**src/rtl/scoreboard_if.sv**
```systemverilog
// Decode/issue and writeback signals shared between the pipeline and the register scoreboard.
// Handshake: issue_ready is offered every cycle whether or not dec_valid is high; the decode
// instruction transfers (issue_fire) exactly in a cycle where dec_valid and issue_ready are both 1.
interface scoreboard_if #(
    parameter int NREG = 32
);
    logic            dec_valid;
    logic [31:2]     dec_instr;
    logic            hold;
    logic            flush;
    logic            wb_valid;
    logic [4:0]      wb_rd;
    logic            issue_ready;
    logic            issue_fire;
    logic [NREG-1:0] busy_mask;
    logic            wb_err;

    modport master (
        output dec_valid, dec_instr, hold, flush, wb_valid, wb_rd,
        input  issue_ready, issue_fire, busy_mask, wb_err
    );

    modport slave (
        input  dec_valid, dec_instr, hold, flush, wb_valid, wb_rd,
        output issue_ready, issue_fire, busy_mask, wb_err
    );
endinterface

```
**src/rtl/scoreboard.sv**
```systemverilog
// Register scoreboard: per-register pending-write counters gate issue of RV32I instructions.
// Optional macro SCOREBOARD_WB_BYPASS_EN lets a retiring write release its last pending source.
module scoreboard #(
    parameter int NREG  = 32,
    parameter int CNT_W = 2
) (
    input  logic          clk,
    input  logic          rst,
    scoreboard_if.slave   sb
);
    localparam logic [CNT_W-1:0] CNT_MAX = '1;
    localparam logic [CNT_W-1:0] CNT_ONE = CNT_W'(1);

    logic [CNT_W-1:0] cnt [NREG];
    logic             err_q;

    logic [4:0]       opcode;
    logic [4:0]       rs1;
    logic [4:0]       rs2;
    logic [4:0]       rd;
    logic             use_rs1;
    logic             use_rs2;
    logic             use_rd;
    logic             rs1_used;
    logic             rs2_used;
    logic             rd_used;
    logic             rs1_fwd;
    logic             rs2_fwd;
    logic             rs1_busy;
    logic             rs2_busy;
    logic             rd_sat;
    logic             hazard;
    logic             ready;
    logic             fire;
    logic             spurious_wb;
    logic [NREG-1:0]  inc_vec;
    logic [NREG-1:0]  dec_vec;
    logic             unused_bits;

    assign opcode      = sb.dec_instr[6:2];
    assign rd          = sb.dec_instr[11:7];
    assign rs1         = sb.dec_instr[19:15];
    assign rs2         = sb.dec_instr[24:20];
    assign unused_bits = ^{sb.dec_instr[31:25], sb.dec_instr[14:12]};

    always_comb begin
        use_rs1 = 1'b0;
        use_rs2 = 1'b0;
        use_rd  = 1'b0;
        case (opcode)
            5'b00000, 5'b11001, 5'b00100: begin
                use_rs1 = 1'b1;
                use_rd  = 1'b1;
            end
            5'b01000, 5'b11000: begin
                use_rs1 = 1'b1;
                use_rs2 = 1'b1;
            end
            5'b01100: begin
                use_rs1 = 1'b1;
                use_rs2 = 1'b1;
                use_rd  = 1'b1;
            end
            5'b11011, 5'b00101, 5'b01101: begin
                use_rd  = 1'b1;
            end
            default: begin
                use_rs1 = 1'b0;
            end
        endcase
    end

    // x0 is hardwired, so a zero register field never participates in hazards.
    assign rs1_used = use_rs1 && (rs1 != 5'd0);
    assign rs2_used = use_rs2 && (rs2 != 5'd0);
    assign rd_used  = use_rd  && (rd  != 5'd0);

`ifdef SCOREBOARD_WB_BYPASS_EN
    assign rs1_fwd = sb.wb_valid && (sb.wb_rd == rs1) && (cnt[rs1] == CNT_ONE);
    assign rs2_fwd = sb.wb_valid && (sb.wb_rd == rs2) && (cnt[rs2] == CNT_ONE);
`else
    assign rs1_fwd = 1'b0;
    assign rs2_fwd = 1'b0;
`endif

    // Sources use registered counts, so an instruction never waits on its own increment.
    assign rs1_busy = rs1_used && (cnt[rs1] != '0) && !rs1_fwd;
    assign rs2_busy = rs2_used && (cnt[rs2] != '0) && !rs2_fwd;
    assign rd_sat   = rd_used && (cnt[rd] == CNT_MAX);
    assign hazard   = rs1_busy || rs2_busy || rd_sat;
    assign ready    = !hazard && !sb.hold && !sb.flush;
    assign fire     = sb.dec_valid && ready;

    assign spurious_wb = sb.wb_valid && (sb.wb_rd != 5'd0) && (cnt[sb.wb_rd] == '0);

    always_comb begin
        inc_vec = '0;
        dec_vec = '0;
        for (int r = 1; r < NREG; r++) begin
            inc_vec[r] = fire && rd_used && (rd == 5'(r));
            dec_vec[r] = sb.wb_valid && (sb.wb_rd == 5'(r)) && (cnt[r] != '0);
        end
    end

    always_ff @(posedge clk or posedge rst) begin
        if (rst) begin
            for (int r = 0; r < NREG; r++) begin
                cnt[r] <= '0;
            end
            err_q <= 1'b0;
        end else begin
            for (int r = 1; r < NREG; r++) begin
                if (inc_vec[r] && !dec_vec[r]) begin
                    cnt[r] <= cnt[r] + CNT_ONE;
                end else if (dec_vec[r] && !inc_vec[r]) begin
                    cnt[r] <= cnt[r] - CNT_ONE;
                end
            end
            if (spurious_wb) begin
                err_q <= 1'b1;
            end
        end
    end

    // Derived from the counter registers, so it trails issue/retire events by one cycle.
    always_comb begin
        sb.busy_mask = '0;
        for (int r = 1; r < NREG; r++) begin
            sb.busy_mask[r] = (cnt[r] != '0);
        end
    end

    assign sb.issue_ready = ready;
    assign sb.issue_fire  = fire;
    assign sb.wb_err      = err_q;
endmodule

```
**src/flat_wrapper.sv**
```systemverilog
// flat-port wrapper written by rule: the top's interface ports become plain ports
module scoreboard_flat 
#(
    parameter int NREG  = 32,
    parameter int CNT_W = 2
)
  (clk, rst, sb_dec_valid, sb_dec_instr, sb_hold, sb_flush, sb_wb_valid, sb_wb_rd, sb_issue_ready, sb_issue_fire, sb_busy_mask, sb_wb_err);
  scoreboard_if #(.NREG(NREG)) sb_i ();
  input  logic clk;
  input  logic rst;
  input wire logic [$bits(sb_i.dec_valid)-1:0] sb_dec_valid;
  input wire logic [$bits(sb_i.dec_instr)-1:0] sb_dec_instr;
  input wire logic [$bits(sb_i.hold)-1:0] sb_hold;
  input wire logic [$bits(sb_i.flush)-1:0] sb_flush;
  input wire logic [$bits(sb_i.wb_valid)-1:0] sb_wb_valid;
  input wire logic [$bits(sb_i.wb_rd)-1:0] sb_wb_rd;
  output wire logic [$bits(sb_i.issue_ready)-1:0] sb_issue_ready;
  output wire logic [$bits(sb_i.issue_fire)-1:0] sb_issue_fire;
  output wire logic [$bits(sb_i.busy_mask)-1:0] sb_busy_mask;
  output wire logic [$bits(sb_i.wb_err)-1:0] sb_wb_err;
  assign sb_i.dec_valid = sb_dec_valid;
  assign sb_i.dec_instr = sb_dec_instr;
  assign sb_i.hold = sb_hold;
  assign sb_i.flush = sb_flush;
  assign sb_i.wb_valid = sb_wb_valid;
  assign sb_i.wb_rd = sb_wb_rd;
  assign sb_issue_ready = sb_i.issue_ready;
  assign sb_issue_fire = sb_i.issue_fire;
  assign sb_busy_mask = sb_i.busy_mask;
  assign sb_wb_err = sb_i.wb_err;
  scoreboard #(.NREG(NREG), .CNT_W(CNT_W)) u_core (.clk(clk), .rst(rst), .sb(sb_i));
endmodule
```
**config.mk**
```make
export PLATFORM = sky130hd
export DESIGN_NAME = scoreboard_flat
export DESIGN_NICKNAME = d
export VERILOG_FILES = /design/src/rtl/scoreboard_if.sv /design/src/rtl/scoreboard.sv /design/src/flat_wrapper.sv
export SDC_FILE = /design/constraint.sdc
export NUM_CORES = 1
export LEC_CHECK = 0
export BUFFER_PORTS_ARGS = -buffer_cell sky130_fd_sc_hd__buf_4
export CORE_MARGIN = 2
export CORE_UTILIZATION = 30
export CTS_CLUSTER_SIZE = 28
export DETAILED_ROUTE_END_ITERATION = 12
export HOLD_SLACK_MARGIN = 0.05
export MAX_ROUTING_LAYER = met4
export PLACE_DENSITY = 0.48
export SYNTH_ARGS = -nofsm -noshare
export SYNTH_HDL_FRONTEND = slang
export SYNTH_SLANG_ARGS = --single-unit
export TNS_END_PERCENT = 10
```
**constraint.sdc**
```tcl
create_clock -name clk -period 4.8 [get_ports clk]
set_input_delay 1.44 -clock clk [delete_from_list [all_inputs] [get_ports clk]]
set_output_delay 1.44 -clock clk [all_outputs]
set_load 0.05 [all_outputs]
```
==> results.sh <==
export IMPL_synth_top_area_share=0.285
export IMPL_path_cells="buf_6 -> inv_8 -> buf_4 -> mux4_2 -> a21oi_1 -> o31ai_4 -> buf_12 -> nor4_4 -> buf_6"
export IMPL_area_growth_pct=24.0
export IMPL_synth_seq_area_share=0.285
export IMPL_hp_class="flop to flop"
export IMPL_status="complete, no violations"
export IMPL_max_freq_ghz=0.212
export IMPL_routedWlPerCell_um=20.6
export IMPL_regToRegSetupSlack_ns=1.28
export IMPL_io_pins=76
export IMPL_required_ns=3.36
export IMPL_crit_fanout=6
export IMPL_num_rows=49
export IMPL_grt_util_all_layers=0.200
export IMPL_leakage_nw=3.22
export IMPL_crit_path_frequent_cell="buf_6"
export IMPL_slowest_delay_ns=0.50
export IMPL_antenna_cells=0
export IMPL_worstRegToRegCells=12
export IMPL_antenna_found_initial=0
export IMPL_utilization=0.380
export IMPL_htreeDepth=3
export IMPL_hold_violations=0
export IMPL_worstSetupEndpointType="output pin"
export IMPL_vdd_ir_drop_max_uv=163
export IMPL_crit_start="sb_dec_instr[18]"
export IMPL_tightestPinTransition_ns=0.982
export IMPL_cts_hold_buf=0
export IMPL_drt_total_wl_um=18600
export IMPL_slew_headroom=0.345
export IMPL_cpMaxStageDelayCell="mux4_2"
export IMPL_crit_path_end="sb_issue_fire"
export IMPL_post_synth_cell_area_avg_um2=9.32
export IMPL_yosysTopAreaCell="dfrtp_1"
export IMPL_ys_async_sr_fraction=1.00
export IMPL_pre_cts_ws_ns=-0.127
export IMPL_die_area_mm2=0.0195
export IMPL_ys_warn_count=2
export IMPL_core_mm2=0.0180
export IMPL_netlist_instances=593
export IMPL_yosys_top_cells_area="dfrtp_1 (29%), xor2_1 (9.8%), ha_1 (7.0%)"
export IMPL_fin_total_pwr_mw=2.13
export IMPL_yosysUniqueCellTypes=62
export IMPL_grt_pass1_wl_um=29100
export IMPL_crit_family="buffers and inverters"
export IMPL_synth_edf_count=0
export IMPL_fin_skew_ns=0.00710
export IMPL_path_buf_inv=5
export IMPL_drcViolationCount=0
export IMPL_cts_root_buf="clkbuf_16"
export IMPL_worstSetupStartpointType="primary input"
export IMPL_finalCritPeriodShare=0.984
export IMPL_reg2reg_to="u_core.cnt[45]"
export IMPL_worstReg2RegStart="u_core.cnt[34]"
export IMPL_cts_tree="done"
export IMPL_cts_clk_slew_worst_paths_ns=0.05
export IMPL_gr_total_overflow=0
export IMPL_die_h_um=140
export IMPL_power_density_mw_per_mm2=311
export IMPL_synth_area_mm2=0.00553
export IMPL_placedCellCount=885
export IMPL_arrival_ns=3.28
export IMPL_ys_flop_type="dfrtp_1"
export IMPL_vias=4904
export IMPL_drv_slew=0
export IMPL_finalWorstSetupSlack_ns=0.0768
export IMPL_gp_congestion=0.878
export IMPL_grt_pass1_vias=5006
export IMPL_fp_dieW_um=140
export IMPL_cap_violations=0
export IMPL_clockBufferDepth=2
export IMPL_fin_crit_ns=4.72
export IMPL_cp_depth=9
export IMPL_drtIter0Drc=344
export IMPL_via_per_inst=5.42
export IMPL_port_buffers=64
export IMPL_finalSetupViolations=0
export IMPL_cts_sinks=63
export IMPL_rsz0062_at_grt="false"
export IMPL_crit_type="primary input to output pin"
export IMPL_first_pass_iters=5
export IMPL_clk_latency_ns=0.35
export IMPL_ys_ff_latch=63
export IMPL_nNetsFinal=742
export IMPL_grt_start_max_net_pins=43
export IMPL_cts_buffers=9
export IMPL_syn_nets=665
export IMPL_drive_above_1_share=0.286
export IMPL_dp_final_hpwl_um=14400
export IMPL_start_util=0.307
export IMPL_drtAntennaViolNets=0
export IMPL_stdcell_count=904
## what timing repair did
| item | 4_1_cts | 5_1_grt |
|---|---|---|
| setup buffers | 0 | 3 |
| pin swaps | 0 | 7 |
| gates resized for setup | 5 | 11 |
| endpoints found under the setup margin | 2 | 2 |
## through the flow
step           hold WS [ns]  instance area [um2]  TNS [ns]
6_report              0.488                 6860         0
5_1_grt               0.507                 6860         0
4_1_cts               0.489                 6760         0
3_5_place_dp          0.476                 6460    -0.249
3_3_place_gp          0.475                 6460    -0.188
2_1_floorplan         0.455                 5590    -0.156
## cell usage after synthesis (4+ instances only)
cell type and instances:
o211ai_1 4, mux4_2 16, or4_1 4, inv_1 28
xnor2_1 31, and2_1 4, nor2_1 62, nand4_1 12
a31oi_1 4, buf_4 5, nor3_1 13, nor4_2 29
nand3_1 55, nand3b_1 10, nor2_2 4, a211oi_1 4
or3_1 11, dfrtp_1 63, mux2i_1 7, nand2b_1 6
a2111oi_0 6, nand2_1 11, nor4_1 4, o21ai_0 4
a21oi_1 9, buf_2 8, nor2b_1 11, or2_2 5
ha_1 31, clkbuf_1 22, xor2_1 62
## routing by layer
metal	part of all wire	routed length, um	up-vias	GRT usage
met5	0	0	-	-
li1	-	-	2283	-
met2	0.45	8400	171	0.294
met3	0.056	1050	23	0.0268
met4	0.022	404	0	0.0695
met1	0.47	8790	2427	0.281
## final cells by class
cell class	count	area, um2
clock inverters	3	17.5
clock buffers	13	260
inverters	31	128
fillers	1846	11200
flip-flops and latches	63	1580
well taps	229	287
repair buffers	105	845
multi-input cells	460	3740
## worst min path at each step
stage                               from        endpoint  slack [ns]  cells past startpoint
after floorplan           u_core.cnt[27]  u_core.cnt[27]        0.45                      1
after global routing      u_core.cnt[25]  u_core.cnt[25]        0.51                      1
after global placement    u_core.cnt[27]  u_core.cnt[27]        0.48                      1
after CTS                 u_core.cnt[41]  u_core.cnt[41]        0.49                      1
final                     u_core.cnt[29]  u_core.cnt[29]        0.49                      1
after detailed placement  u_core.cnt[41]  u_core.cnt[41]        0.48                      1
## logic make-up after synthesis
kind of cell / after synthesis / share of synthesized area
compound gates: 54 / 0.0763
xor+xnor: 93 / 0.147
fa+ha+maj: 31 / 0.0702
buf+inv: 70 / 0.0568
flops: 63 / 0.285
mux: 23 / 0.0779
other cells: 1 / 0.000678
simple gates: 258 / 0.286
## sequential cells by signal, indices dropped and copies added, names as in the netlist
name / count
u_core.cnt: 62
u_core.sb.wb_err: 1
## report_power, final
| part | switching, mW | internal [mW] |
|---|---|---|
| combinational | 0.539 | 0.290 |
| clock | 0.252 | 0.376 |
| sequential | 0.0809 | 0.592 |
## cells in the final DEF, fill, tap and decap left out, types with 3 or more instances in the layout
cell	n
a2111oi_0	6
a211oi_1	4
a21oi_1	8
a221oi_4	3
a22oi_1	3
a31oi_1	4
and2_1	4
buf_12	3
buf_4	97
buf_6	5
clkbuf_16	9
dfrtp_1	63
ha_1	31
inv_1	25
inv_2	4
mux2i_1	7
mux4_2	16
nand2_1	11
nand2b_1	6
nand3_1	55
nand3b_1	10
nand4_1	12
nand4b_1	3
nor2_1	62
nor2_2	4
nor2b_1	11
nor3_1	10
nor4_1	4
nor4_2	28
o211ai_1	4
o21ai_0	4
or2_1	3
or2_2	5
or3_1	11
or4_1	4
xnor2_1	31
xor2_1	62
(Power assumes the default switching activity.)
